===== src/rtl/universal_shift_reg_if.sv =====
// Operation request / result bundle for universal_shift_reg.
// master: the requester (drives start, mode, amount, load_data, ser_in).
// slave : the shift register (drives q, busy, done, ser_out).
// WIDTH and AMT_W must match the parameters of the attached universal_shift_reg.
interface universal_shift_reg_if #(
  parameter int WIDTH = 8,
  parameter int AMT_W = 3
);
  logic             start;
  logic [2:0]       mode;
  logic [AMT_W-1:0] amount;
  logic [WIDTH-1:0] load_data;
  logic             ser_in;
  logic [WIDTH-1:0] q;
  logic             busy;
  logic             done;
  logic             ser_out;

  modport master (
    output start, mode, amount, load_data, ser_in,
    input  q, busy, done, ser_out
  );

  modport slave (
    input  start, mode, amount, load_data, ser_in,
    output q, busy, done, ser_out
  );
endinterface


===== src/rtl/universal_shift_reg.sv =====
// Universal shift register: load, logical/arithmetic shift, rotate under a two-state IDLE/RUN FSM.
// Latency: start accepted at edge N, result and one-cycle done at edge N+k (k=1 load/no-op/amount 0, else amount).
// Backpressure: none; start is ignored while busy, and a start in the done cycle is accepted back-to-back.
// Ports: clk, rst (synchronous, active-high); bus (slave modport) carries start/mode/amount/load_data/ser_in
// in and q/busy/done/ser_out out.
// Optional macro USR_BARREL_EN: every operation completes in one step using a barrel shifter/rotator.
module universal_shift_reg #(
  parameter int WIDTH = 8,
  parameter int AMT_W = 3
) (
  input logic                  clk,
  input logic                  rst,
  universal_shift_reg_if.slave bus
);

  localparam logic [2:0] M_LOAD = 3'b000;
  localparam logic [2:0] M_SHL  = 3'b001;
  localparam logic [2:0] M_SHR  = 3'b010;
  localparam logic [2:0] M_ROL  = 3'b011;
  localparam logic [2:0] M_ROR  = 3'b100;
  localparam logic [2:0] M_ASR  = 3'b101;
  localparam logic [2:0] M_NOP  = 3'b110;

  typedef enum logic {IDLE = 1'b0, RUN = 1'b1} state_t;

  state_t           state, state_n;
  logic [2:0]       mode_r, mode_n;
  logic [AMT_W-1:0] cnt_r, cnt_n;
  logic [WIDTH-1:0] q_r, q_n;
  logic             ser_out_r, ser_out_n;
  logic             done_r, done_n;
  logic [WIDTH-1:0] res_q;
  logic             res_so;
  logic [2:0]       mode_req;

  // A zero-count shift/rotate and both no-op codes collapse to a single-cycle no-op,
  // so the execute logic never has to special-case amount==0.
  always_comb begin
    mode_req = bus.mode;
    if (bus.mode[2:1] == 2'b11 || (bus.mode != M_LOAD && bus.amount == '0)) begin
      mode_req = M_NOP;
    end
  end

`ifdef USR_BARREL_EN
  logic [AMT_W-1:0] amt_r, amt_n;

  // Whole operation in one step. Vacated bits take the fill value; ser_out is the
  // bit that would have departed on the final single-bit step.
  always_comb begin
    int   a;
    int   r;
    logic fill;
    a      = int'(amt_r);
    r      = a % WIDTH;
    fill   = (mode_r == M_ASR) ? q_r[WIDTH-1] : bus.ser_in;
    res_q  = q_r;
    res_so = ser_out_r;
    case (mode_r)
      M_LOAD: res_q = bus.load_data;
      M_SHL: begin
        for (int i = 0; i < WIDTH; i++) begin
          if (i >= a) res_q[i] = q_r[i-a];
          else        res_q[i] = fill;
        end
        res_so = (a <= WIDTH) ? q_r[WIDTH-a] : fill;
      end
      M_SHR, M_ASR: begin
        for (int i = 0; i < WIDTH; i++) begin
          if (i + a < WIDTH) res_q[i] = q_r[i+a];
          else               res_q[i] = fill;
        end
        res_so = (a <= WIDTH) ? q_r[a-1] : fill;
      end
      M_ROL: begin
        for (int i = 0; i < WIDTH; i++) res_q[i] = q_r[(i - r + WIDTH) % WIDTH];
        // The last bit rotated out of the MSB lands in q[0].
        res_so = res_q[0];
      end
      M_ROR: begin
        for (int i = 0; i < WIDTH; i++) res_q[i] = q_r[(i + r) % WIDTH];
        res_so = res_q[WIDTH-1];
      end
      default: ;
    endcase
  end
`else
  // One single-bit step of the latched mode.
  always_comb begin
    res_q  = q_r;
    res_so = ser_out_r;
    case (mode_r)
      M_LOAD: res_q = bus.load_data;
      M_SHL: begin
        res_q  = {q_r[WIDTH-2:0], bus.ser_in};
        res_so = q_r[WIDTH-1];
      end
      M_SHR: begin
        res_q  = {bus.ser_in, q_r[WIDTH-1:1]};
        res_so = q_r[0];
      end
      M_ROL: begin
        res_q  = {q_r[WIDTH-2:0], q_r[WIDTH-1]};
        res_so = q_r[WIDTH-1];
      end
      M_ROR: begin
        res_q  = {q_r[0], q_r[WIDTH-1:1]};
        res_so = q_r[0];
      end
      M_ASR: begin
        res_q  = {q_r[WIDTH-1], q_r[WIDTH-1:1]};
        res_so = q_r[0];
      end
      default: ;
    endcase
  end
`endif

  // Next-state / datapath control.
  always_comb begin
    state_n   = state;
    mode_n    = mode_r;
    cnt_n     = cnt_r;
    q_n       = q_r;
    ser_out_n = ser_out_r;
    done_n    = 1'b0;
`ifdef USR_BARREL_EN
    amt_n     = amt_r;
`endif
    case (state)
      IDLE: begin
        if (bus.start) begin
          state_n = RUN;
          mode_n  = mode_req;
`ifdef USR_BARREL_EN
          amt_n   = bus.amount;
          cnt_n   = AMT_W'(1);
`else
          cnt_n   = (mode_req == M_LOAD || mode_req == M_NOP) ? AMT_W'(1) : bus.amount;
`endif
        end
      end
      RUN: begin
        q_n       = res_q;
        ser_out_n = res_so;
        cnt_n     = cnt_r - AMT_W'(1);
        if (cnt_r == AMT_W'(1)) begin
          state_n = IDLE;
          done_n  = 1'b1;
        end
      end
      default: state_n = IDLE;
    endcase
  end

  always_ff @(posedge clk) begin
    if (rst) begin
      state     <= IDLE;
      mode_r    <= M_NOP;
      cnt_r     <= '0;
      q_r       <= '0;
      ser_out_r <= 1'b0;
      done_r    <= 1'b0;
`ifdef USR_BARREL_EN
      amt_r     <= '0;
`endif
    end else begin
      state     <= state_n;
      mode_r    <= mode_n;
      cnt_r     <= cnt_n;
      q_r       <= q_n;
      ser_out_r <= ser_out_n;
      done_r    <= done_n;
`ifdef USR_BARREL_EN
      amt_r     <= amt_n;
`endif
    end
  end

  assign bus.q       = q_r;
  assign bus.ser_out = ser_out_r;
  assign bus.done    = done_r;
  assign bus.busy    = (state == RUN);

endmodule


===== src/flat_wrapper.sv =====
// flat-port wrapper written by rule: the top's interface ports become plain ports
module universal_shift_reg_flat 
#(
  parameter int WIDTH = 8,
  parameter int AMT_W = 3
)
  (clk, rst, bus_start, bus_mode, bus_amount, bus_load_data, bus_ser_in, bus_q, bus_busy, bus_done, bus_ser_out);
  universal_shift_reg_if #(.WIDTH(WIDTH), .AMT_W(AMT_W)) bus_i ();
  input logic clk;
  input logic rst;
  input wire logic [$bits(bus_i.start)-1:0] bus_start;
  input wire logic [$bits(bus_i.mode)-1:0] bus_mode;
  input wire logic [$bits(bus_i.amount)-1:0] bus_amount;
  input wire logic [$bits(bus_i.load_data)-1:0] bus_load_data;
  input wire logic [$bits(bus_i.ser_in)-1:0] bus_ser_in;
  output wire logic [$bits(bus_i.q)-1:0] bus_q;
  output wire logic [$bits(bus_i.busy)-1:0] bus_busy;
  output wire logic [$bits(bus_i.done)-1:0] bus_done;
  output wire logic [$bits(bus_i.ser_out)-1:0] bus_ser_out;
  assign bus_i.start = bus_start;
  assign bus_i.mode = bus_mode;
  assign bus_i.amount = bus_amount;
  assign bus_i.load_data = bus_load_data;
  assign bus_i.ser_in = bus_ser_in;
  assign bus_q = bus_i.q;
  assign bus_busy = bus_i.busy;
  assign bus_done = bus_i.done;
  assign bus_ser_out = bus_i.ser_out;
  universal_shift_reg #(.WIDTH(WIDTH), .AMT_W(AMT_W)) u_core (.clk(clk), .rst(rst), .bus(bus_i));
endmodule

===== config.mk =====
export PLATFORM = sky130hd
export DESIGN_NAME = universal_shift_reg_flat
export DESIGN_NICKNAME = d
export VERILOG_FILES = /design/src/rtl/universal_shift_reg_if.sv /design/src/rtl/universal_shift_reg.sv /design/src/flat_wrapper.sv
export SDC_FILE = /design/constraint.sdc
export NUM_CORES = 1
export LEC_CHECK = 0
export ABC_AREA = 1
export ABC_CLOCK_PERIOD_IN_PS = 3000
export BUFFER_PORTS_ARGS = -buffer_cell sky130_fd_sc_hd__buf_2
export CAP_MARGIN = 25
export CORE_ASPECT_RATIO = 0.8
export CORE_UTILIZATION = 53
export CTS_CLUSTER_DIAMETER = 100
export DETAILED_ROUTE_END_ITERATION = 10
export PLACE_DENSITY = 0.83
export SLEW_MARGIN = 20
export SYNTH_ARGS = -nofsm -noshare
export SYNTH_HDL_FRONTEND = slang
export SYNTH_SLANG_ARGS = --single-unit

===== constraint.sdc =====
create_clock -name clk -period 3 [get_ports clk]
set_clock_uncertainty 0.2 [all_clocks]
set_input_delay 0.45 -clock clk [delete_from_list [all_inputs] [get_ports clk]]
set_output_delay 0.45 -clock clk [all_outputs]
set_load 0.05 [all_outputs]

Yosys cells after proc, flatten, opt, wreduce, memory -nomap -nowiden
Index checks and enable logic that the tools add are counted.
- input bits: 18
- output and inout bits: 11
- logic and storage cells: 46
- flip-flop bits (word level): 17
- bitwise logic cells: 2
- $add $sub $neg: 1
- multiplexer cells: 10
- reductions and logical operators: 17
- equal/unequal tests: 9
- operator list (kind ; number):
    case mux 8 bit (6 select lines) ; 1
    equality test 3 bit, second input constant ; 3
    logical NOT 3 bit ; 3
    2-to-1 mux 3 bit ; 3
    equality test 3 x 1 -> 1 bit, second input constant ; 2
    equality test 3 x 2 -> 1 bit, second input constant ; 2
    case mux 3 bit (2 select lines) ; 1
    AND reduction 2 bit ; 3
    nonzero test 6 bit ; 1
    nonzero test 5 bit ; 1
    case mux 1 bit (2 select lines) ; 2
    OR reduction 2 bit ; 2
    2-to-1 mux 1 bit ; 3
    AND reduction 3 bit ; 1
    nonzero test 3 bit ; 1
    OR reduction 3 bit ; 1
    subtractor 3 x 1 -> 3 bit, second input constant ; 1
    equality test 2 bit, second input constant ; 1
    logical OR 1 bit ; 2
    != test 2 bit, second input constant ; 1
    NOT 1 bit ; 2
    nonzero test 2 bit ; 1
    logical AND 1 bit ; 1

Depth between registers and ports, before layout
Gate-level depths: netlist of the first run.
- word-level depth: 9
- gate-level depth with buffers: 9

Worst setup path before layout of the first run
OpenSTA, ideal clock, no wires.
- path type: reg-to-reg
- start: register u_core.state (netlist: u_core.bus.busy)
- end: register u_core.q_r[6] (netlist: u_core.bus.q[6])
- setup slack: 1.362 ns
- setup time: 0.074 ns
- stages on the path, launching flop included: 5
- data arrival time: 1.364 ns
- cells stage by stage: dfxtp_1 -> nand2_1 -> inv_1 -> o21ai_0 -> a31oi_1
- longest elaborated chain between the ends: 1
- RTL lines (item ; RTL line ; text):
    from (decl) ; universal_shift_reg.sv:26 ; state_t state, state_n;
    from (signal assigned) ; universal_shift_reg.sv:168 ; state <= state_n;
    AND reduction 2 bit (no line) ; n/a ;
    to (signal assigned) ; universal_shift_reg.sv:171 ; q_r <= q_n;
    to (decl) ; universal_shift_reg.sv:29 ; logic [WIDTH-1:0] q_r, q_n;
No other way between the ends.
A chain may end at the register's enable or synchronous reset.

Final worst setup path of the first run
- start: register u_core.state (netlist: u_core.bus.busy)
- end: output bus_busy
- RTL lines (item ; RTL line ; text):
    to (decl) ; flat_wrapper.sv:17 ; output wire logic [$bits(bus_i.busy)-1:0] bus_busy;
No word-level cell between the ends.

==> metrics.txt, run 1 <==
status finished clean; cell area after synthesis 916 sq um; Area growth, synth to finish 20.1%; die width 48.5 um; fin crit period 1770 ps; CTS H-tree lvls 1; first-pass GRT wire length 3280 um; Worst Path Buf+Inv 1; EDFF count, synth 0; antenna cells 0; crit path kind flip-flop to output port; relative slew slack 0.690; ys flop type dfxtp_1; clock latency on the worst-skew pair 300 ps; M1 wire length 1020 um; Power Dens Cells 458 nW/um^2; Setup TNS Final 0 ps; slowest cell on the critical path dfxtp_1; clk sinks 17; routed wire length per instance 11.8 um; Sw Share 0.344; fin area 1100 sq um; root buf cell clkbuf_4; Leak 0.553 nW; Synth area leaders dfxtp_1 (37%), nand2_1 (16%), a21oi_1 (8.2%), o21ai_0 (7.1%), inv_1 (5.3%); fraction of final layout cells sized beyond drive strength 1 0.246; sequential power share 0.509; pre-CTS WS 1440 ps; Slew Limit Fails 0; TritonCTS clock tree done; syn nets 157; Synth area leader dfxtp_1; post-CTS resize count 0; Initial Util 0.563; VDD IR-drop max 0.298 mV; GRT Total Usage 0.242; postcts setup bufs 0; Comb pwr share 0.248; WL met3 177 um; sequential area share after synthesis 0.372; Final HPWL DP 1680 um; Final Hold Vio Count 0; critical-path cell list buf_2; Filler cells 150; crit path DAT 1120 ps; die area 1900 sq um; Yosys top cell area share 0.372; Starting DRT DRC Count 25; Synth Instances 137; Via density 5.33; Post-route DRC 0; clock network power share 0.243; Final #Nets 188; average size of a mapped cell 6.69 sq um; CP endpoint kind output port; via count 1008; DRT Pass-1 Iters 4; Critical Path RT 2350 ps; top routing layer in use met4; Netlist cell types 22; post-route ant nets 0; I/O pin count 29; CTS Hold Bufs 0; Setup-failing EPs final 0; initial antenna violation count 0; Synth top cells by count nand2_1 (38), dfxtp_1 (17), a21oi_1 (15); P_sw 0.000173 W; CP max FO 8; Internal 0.000331 W; vias in the first global route 782; CTS buffer count 3; Clock Path Buffers 2; I/O Buffers 28; metal2 WL 998 um; routability congestion estimate 0.816; Max Cap Violations 0; total gr overflow 0; f_max 566 MHz; largest net degree at the start of global routing 12; CP max stage delay 500 ps; Hold/Removal Path Class input port to flip-flop; Ys Warns 0; CP startpoint kind flip-flop; post-synthesis register bit count 17; fin crit share 0.589; top-count cell post-synth nand2_1; core area 1630 sq um; setup ws final 1230 ps; Core Rows 13; RSZ-0062 raised after global routing no; dpl cell area 1070 sq um; fraction of synthesis flops using an asynchronous set or reset pin 0; total routed wirelength 2240 um; CP top delay family flip-flops; clk slew on worst S/H paths 100 ps; DIE HEIGHT 39.2 um; Slew @ Worst Pin 465 ps
-- placed cells by master, fill, tap and decap left out, drive strengths merged --
cell    count
clkbuf      3
o22ai       2
clkinv      1
nor2       11
dfxtp      17
a21boi      1
nor4        1
nand4       1
nand2      40
nand3       4
a31oi       6
nor3        1
buf        28
ha          2
a21oi      15
inv        17
nand3b      1
o21ai      16
-- path summary, 6_finish.rpt --
kind,slack (ps),cells after the start,startpoint,endpoint
max,1230,1,u_core.bus.busy,bus_busy
max reg2reg,1420,8,u_core.mode_r[0],u_core.bus.q[7]
min reg2reg,300,2,u_core.bus.ser_out,u_core.bus.ser_out
min,200,3,bus_load_data[4],u_core.bus.q[4]
-- through the flow --
stage	cells	utilization	hold slack, ps	total power (W)
floorplan	137	-	238	0.000349
global placement	185	0.659	253	0.000379
detailed placement	185	0.659	280	0.000384
CTS	189	0.676	195	0.000504
global route	189	0.676	198	0.000531
finish	189	0.676	199	0.000504
-- cells by family after synthesis --
| logic type | after synthesis | share of synthesized area |
|---|---|---|
| AND/OR/NAND/NOR | 59 | 0.275 |
| adder cells (fa/ha/maj) | 2 | 0.0273 |
| buffers and inverters | 19 | 0.0820 |
| AO/OA/AOI/OAI | 40 | 0.245 |
| flip-flops | 17 | 0.372 |
-- power by group through the flow --
stage	combinational, W	clock (W)	sequential [W]
floorplan	0.0000667	0	0.000282
global placement	0.000120	0	0.000259
detailed placement	0.000124	0	0.000261
CTS	0.000125	0.000124	0.000256
global route	0.000139	0.000134	0.000258
finish	0.000125	0.000122	0.000256
-- registers in the layout (all words and copies together), names as in the netlist --
signal	count
u_core.bus.ser_out	1
u_core.cnt_r	3
u_core.bus.q	8
u_core.bus.done	1
u_core.bus.busy	1
u_core.mode_r	3
-- area by class of cell --
class | count | area, sq um | area share
multi-input combinational | 101 | 500 | 0.455
sequential | 17 | 340 | 0.309
timing repair buffer | 28 | 140 | 0.127
inverter | 17 | 63.8 | 0.0580
tap | 22 | 27.5 | 0.0250
clock buffer | 3 | 22.5 | 0.0205
clock inverter | 1 | 5.00 | 0.00455
-- per-layer routing --
| layer | global-route usage | vias up |
|---|---|---|
| li1 | - | 515 |
| met1 | 0.277 | 435 |
| met2 | 0.405 | 52 |
| met3 | 0.0941 | 6 |
| met4 | 0.125 | 0 |
| met5 | 0 | - |
-- worst reg2reg max path, delay by kind of cell, from the launching register on --
kind            cells  cell delay, ps
simple gates        6             730
flops               1             400
compound gates      1             120
buf+inv             1              70
Note: power is estimated with default switching activity, not from simulation.
==> run 2, diff against run 1 <==
--- a/config.mk
+++ b/config.mk
@@ -6,14 +6,14 @@
 export NUM_CORES = 1
 export LEC_CHECK = 0
 export ABC_AREA = 1
-export ABC_CLOCK_PERIOD_IN_PS = 3000
+export ABC_CLOCK_PERIOD_IN_PS = 1700
 export BUFFER_PORTS_ARGS = -buffer_cell sky130_fd_sc_hd__buf_2
 export CAP_MARGIN = 25
 export CORE_ASPECT_RATIO = 0.8
-export CORE_UTILIZATION = 53
+export CORE_UTILIZATION = 49
 export CTS_CLUSTER_DIAMETER = 100
 export DETAILED_ROUTE_END_ITERATION = 10
-export PLACE_DENSITY = 0.83
+export PLACE_DENSITY = 0.77
 export SLEW_MARGIN = 20
 export SYNTH_ARGS = -nofsm -noshare
 export SYNTH_HDL_FRONTEND = slang
==> constraint.sdc (replaced) <==
create_clock -name clk -period 1.7 [get_ports clk]
set_clock_uncertainty 0.2 [all_clocks]
set_input_delay 0.255 -clock clk [delete_from_list [all_inputs] [get_ports clk]]
set_output_delay 0.255 -clock clk [all_outputs]
set_load 0.05 [all_outputs]
==> metrics.txt, run 2 (synthesized netlist as in run 1, its figures left out) <==
clock network power share 0.248 (+0.005); Starting DRT DRC Count 30 (+20%); RSZ-0062 raised after global routing no; placed cells 188 (+1.6%); VDD IR-drop max 0.623 mV (+110%); post-route ant nets 0 (unchanged); core area 1690 sq um (+4.0%); violated checks hold timing; die area 2050 sq um (+7.8%); CP startpoint kind flip-flop; CTS buffer count 3 (unchanged); postcts setup bufs 0 (unchanged); reg2reg path depth 5 (-3); DIE HEIGHT 40.7 um (+3.8%); routed wire length per instance 11.4 um (-3.5%); largest net degree at the start of global routing 11 (-1); dpl cell area 1090 sq um (+2.1%); fraction of final layout cells sized beyond drive strength 1 0.257 (+0.0118); sequential power share 0.498 (-0.011); Core Rows 13 (unchanged); TritonCTS clock tree done; clock latency on the worst-skew pair 300 ps (about the same); r2r endpoint u_core.bus.q[6]; fin util 0.669 (-0.00678); Setup TNS Final 0 ps (unchanged); fin crit share 0.942; first-pass GRT wire length 3330 um (+1.2%); most common cell after layout, fill and taps aside nand2_1; Leak 0.573 nW (+3.6%); Final HPWL DP 1680 um (+0.36%); hold depth 3 (unchanged); routability congestion estimate 0.846 (+3.7%); Area growth, synth to finish 23.6%; relative slew slack 0.804 (+0.115); Clock Path Buffers 2 (unchanged); fin area 1130 sq um (+3.0%); Slew @ Worst Pin 293 ps (-172 ps); Max Cap Violations 0 (unchanged); status finished, violations left; Post-Layout Cell Count 193 (+2.1%); Post-route DRC 0 (unchanged); total gr overflow 0 (unchanged); worst reg2reg startpoint u_core.mode_r[1]; fin crit period 1600 ps; initial antenna violation count 0 (unchanged); Hold/Removal Path Class input port to flip-flop; Comb pwr share 0.254 (+0.006); Min Hold Slack -0.821 ps (-199 ps); DRT Pass-1 Iters 4 (unchanged); Setup-failing EPs final 0 (unchanged); Initial Util 0.541 (-0.0217); I/O pin count 29 (unchanged); Final Hold Vio Count 1 (+1); total routed wirelength 2200 um (-1.5%); I/O Buffers 28 (unchanged); Sw Share 0.346 (+0.00205); Final #Nets 192 (+2.1%); crit path kind flip-flop to output port; vias in the first global route 808 (+3.3%); CP max FO 5 (-3); max reg flops 8 (unchanged); R2R Setup Slk 150 ps (-1270 ps); clk slew on worst S/H paths 110 ps (about the same); P_sw 0.000311 W (+80%); f_max 625 MHz; via count 1008 (unchanged); root buf cell clkbuf_4; Hold EP u_core.bus.q[4]; Overall Power 0.000901 W (+79%); Power Dens Cells 795 nW/um^2 (+74%); commonest cells after routing, fill and taps aside nand2_1 (38), buf_2 (28), dfxtp_1 (17); Filler cells 158 (+5.3%); Slew Limit Fails 0 (unchanged); clk sinks 17 (unchanged); CTS Hold Bufs 1 (+1); HP Start bus_load_data[4]; crit path DAT 1150 ps (+30 ps); CTS H-tree lvls 1 (unchanged); Internal 0.000589 W (+78%); CP endpoint kind output port; antenna cells 0 (unchanged); die width 50.3 um (+3.8%); Critical Path RT 1240 ps (-1110 ps); Via density 5.22 (-2.1%); GRT Total Usage 0.226 (-0.0158); post-CTS resize count 0 (unchanged)
## run 2: layout make-up
class	count	area, sq um	share of cell area
sequential	17	340	0.301
inverter	17	63.8	0.0564
timing repair buffer	32	173	0.152
multi-input combinational	101	500	0.442
clock inverter	1	5.00	0.00442
clock buffer	3	22.5	0.0199
tap	22	27.5	0.0243
## run 2: worst max-delay path by stage
stage,startpoint,endpoint,cells after the start
finish,u_core.bus.busy,bus_busy,2
global route,u_core.bus.busy,bus_busy,2
CTS,u_core.bus.busy,bus_busy,2
detailed placement,u_core.mode_r[1],u_core.bus.q[0],7
global placement,u_core.mode_r[1],u_core.bus.q[0],7
floorplan,u_core.bus.busy,u_core.bus.q[6],4
## run 2: critical path: stages, from the launching register on
cell     delay, ps
dfxtp_1        430
buf_4          160
buf_2          250
## run 2: through the flow
step,setup WS (ps),hold WS (ps)
2_1_floorplan,61.9,182
3_3_place_gp,242,257
3_5_place_dp,215,261
4_1_cts,104,2.93
5_1_grt,52.7,11.4
6_report,98.8,-0.821
## run 2: power by group through the flow
stage | clock network, W | logic, W | registers (W)
3_3_place_gp | 0 | 0.000220 | 0.000456
4_1_cts | 0.000227 | 0.000228 | 0.000448
3_5_place_dp | 0 | 0.000225 | 0.000457
2_1_floorplan | 0 | 0.000118 | 0.000498
5_1_grt | 0.000242 | 0.000254 | 0.000452
6_report | 0.000224 | 0.000229 | 0.000448
## run 2: metal layers
metal	part of all wire	vias to the layer above	wire length, um	track usage
li1	-	523	-	-
met3	0.067	2	148	0.0741
met4	0.0082	0	18	0.0694
met5	0	-	0	0
met1	0.49	439	1080	0.295
met2	0.43	44	957	0.363
==> run 3, diff against run 2 <==
--- a/config.mk
+++ b/config.mk
@@ -12,6 +12,7 @@
 export CORE_ASPECT_RATIO = 0.8
 export CORE_UTILIZATION = 49
 export CTS_CLUSTER_DIAMETER = 100
+export CTS_CLUSTER_SIZE = 14
 export DETAILED_ROUTE_END_ITERATION = 10
 export PLACE_DENSITY = 0.77
 export SLEW_MARGIN = 20
==> constraint.sdc (replaced) <==
create_clock -name clk -period 1.7 [get_ports clk]
set_clock_uncertainty 0.2 [all_clocks]
set_input_delay 0.085 -clock clk [delete_from_list [all_inputs] [get_ports clk]]
set_output_delay 0.085 -clock clk [all_outputs]
set_load 0.05 [all_outputs]
==> metrics.txt, run 3 (synthesized netlist as in run 1, its figures left out) <==
Leak 0.636 nW (+11%); hold depth 7 (+4); CTS buffer count 3 (unchanged); commonest cells after routing, fill and taps aside nand2_1 (38), buf_2 (28), dlygate4sd3_1 (16), dfxtp_1 (16), a21oi_1 (15); post-route ant nets 0 (unchanged); Register Area 342 sq um (+0.37%); dpl cell area 1090 sq um (unchanged); RSZ-0062 raised after global routing no; fin crit period 1540 ps (-57.2 ps); Clock Path Buffers 2 (unchanged); Core Rows 13 (unchanged); CP top delay family flip-flops; Worst Path Buf+Inv 1 (-1); Setup-failing EPs final 0 (unchanged); CP endpoint kind flip-flop; clock latency on the worst-skew pair 310 ps (about the same); Multi-input gate area 507 sq um (+1.2%); clk slew on worst S/H paths 100 ps (about the same); CP max FO 9 (+4); first-pass GRT wire length 3890 um (+17%); postcts setup bufs 0 (unchanged); fin crit share 0.908 (-0.0336); critical-path cell list nand2_2 > nand2_1 > inv_1 > o21ai_0 > a31oi_1; Power Dens Cells 727 nW/um^2 (-8.6%); routability congestion estimate 0.846 (unchanged); Final HPWL DP 1680 um (unchanged); Starting DRT DRC Count 52 (+73%); crit path DAT 1540 ps (+390 ps); Slew Limit Fails 0 (unchanged); core area 1690 sq um (unchanged); I/O pin count 29 (unchanged); Slew @ Worst Pin 297 ps (+3.71 ps); slowest cell on the critical path dfxtp_1; most common cell after layout, fill and taps aside nand2_1; Final #Nets 207 (+7.8%); Area growth, synth to finish 40.8%; Min Hold Slack 99.3 ps (+100 ps); CP max stage delay 470 ps (+40 ps); vias in the first global route 912 (+13%); worst reg2reg startpoint u_core.mode_r[1]; antenna cells 0 (unchanged); routed wire length per instance 12.1 um (+6.0%); root buf cell clkbuf_4; Initial Util 0.541 (unchanged); Hold/Removal Path Class input port to flip-flop; crit path kind flip-flop to flip-flop; largest net degree at the start of global routing 11 (unchanged); max reg flops 8 (unchanged); fraction of final layout cells sized beyond drive strength 1 0.258 (+0.000755); fin util 0.763 (+0.0932); f_max 648 MHz (+3.7%); Filler cells 132 (-16%); CTS H-tree lvls 1 (unchanged); Max Cap Violations 0 (unchanged); R2R Setup Slk 160 ps (about the same); total routed wirelength 2520 um (+14%); VDD IR-drop max 0.639 mV (+2.6%); die area 2050 sq um (unchanged); Setup TNS Final 0 ps (unchanged); clk sinks 17 (unchanged); DRT Pass-1 Iters 4 (unchanged); TritonCTS clock tree done; I/O Buffers 28 (unchanged); fin area 1290 sq um (+14%); GRT Total Usage 0.268 (+0.0416); relative slew slack 0.802 (-0.00248); die width 50.3 um (unchanged); reg2reg path depth 5 (unchanged); CP startpoint kind flip-flop; Final Hold Vio Count 0 (-1); initial antenna violation count 0 (unchanged); Post-route DRC 0 (unchanged); status finished clean; Hold EP u_core.bus.q[7]; total gr overflow 0 (unchanged); via count 1074 (+6.5%); DIE HEIGHT 40.7 um (unchanged); HP Start bus_ser_in; r2r endpoint u_core.bus.q[6]; Via density 5.16 (-1.1%); Critical Path RT 1700 ps (+460 ps)
-- run 3: cell type report --
type / instances / area share
Clock inverter: 1 / 0.00388
Clock buffer: 3 / 0.0175
Tap cell: 22 / 0.0213
Timing Repair Buffer: 47 / 0.250
Sequential cell: 17 / 0.265
Inverter: 17 / 0.0495
Multi-Input combinational cell: 101 / 0.393
-- run 3: worst max-delay path by stage --
stage                     start              end  slack [ps]  cells after the start
3_5_place_dp   u_core.mode_r[1]  u_core.bus.q[0]         210                      7
2_1_floorplan   u_core.bus.busy  u_core.bus.q[6]          60                      4
4_1_cts         u_core.cnt_r[1]  u_core.bus.busy          50                      6
5_1_grt        u_core.mode_r[1]  u_core.bus.q[6]          60                      5
3_3_place_gp   u_core.mode_r[1]  u_core.bus.q[0]         240                      7
6_report       u_core.mode_r[1]  u_core.bus.q[6]         160                      5
-- run 3: power breakdown --
group	internal (W)	total (W)	leakage [nW]	switching, W
registers	0.000424	0.000450	0.139	0.0000251
logic	0.000102	0.000263	0.479	0.000161
clock network	0.0000880	0.000225	0.0177	0.000137
total	0.000615	0.000938	0.636	0.000324
-- run 3: repair_timing --
action                                  4_1_cts  5_1_grt
gates resized for setup                       0        5
hold buffers                                 17        0
endpoints found under the setup margin        0        1
endpoints found under the hold margin        16        0
-- run 3: per-stage QoR --
stage	cells	worst slack, ps	power, W
floorplan	137	61.9	0.000616
CTS	209	54.3	0.000932
global placement	188	242	0.000676
detailed placement	188	215	0.000682
finish	208	156	0.000938
global route	208	59.1	0.000987
-- run 3: routing by layer --
| layer | part of all wire | GRT usage | up-vias |
|---|---|---|---|
| met5 | 0 | 0 | - |
| met4 | 0.021 | 0.0903 | 0 |
| met3 | 0.070 | 0.0778 | 8 |
| met2 | 0.47 | 0.500 | 52 |
| met1 | 0.44 | 0.306 | 462 |
| li1 | - | - | 552 |
-- run 3: tightest hold or removal path, cell delays in order --
cell and delay, ps:
buf_2 100, nand4_1 100, nand2_1 50, nor2_1 70, nand2_1 60, nand2_1 50, a21oi_1 50
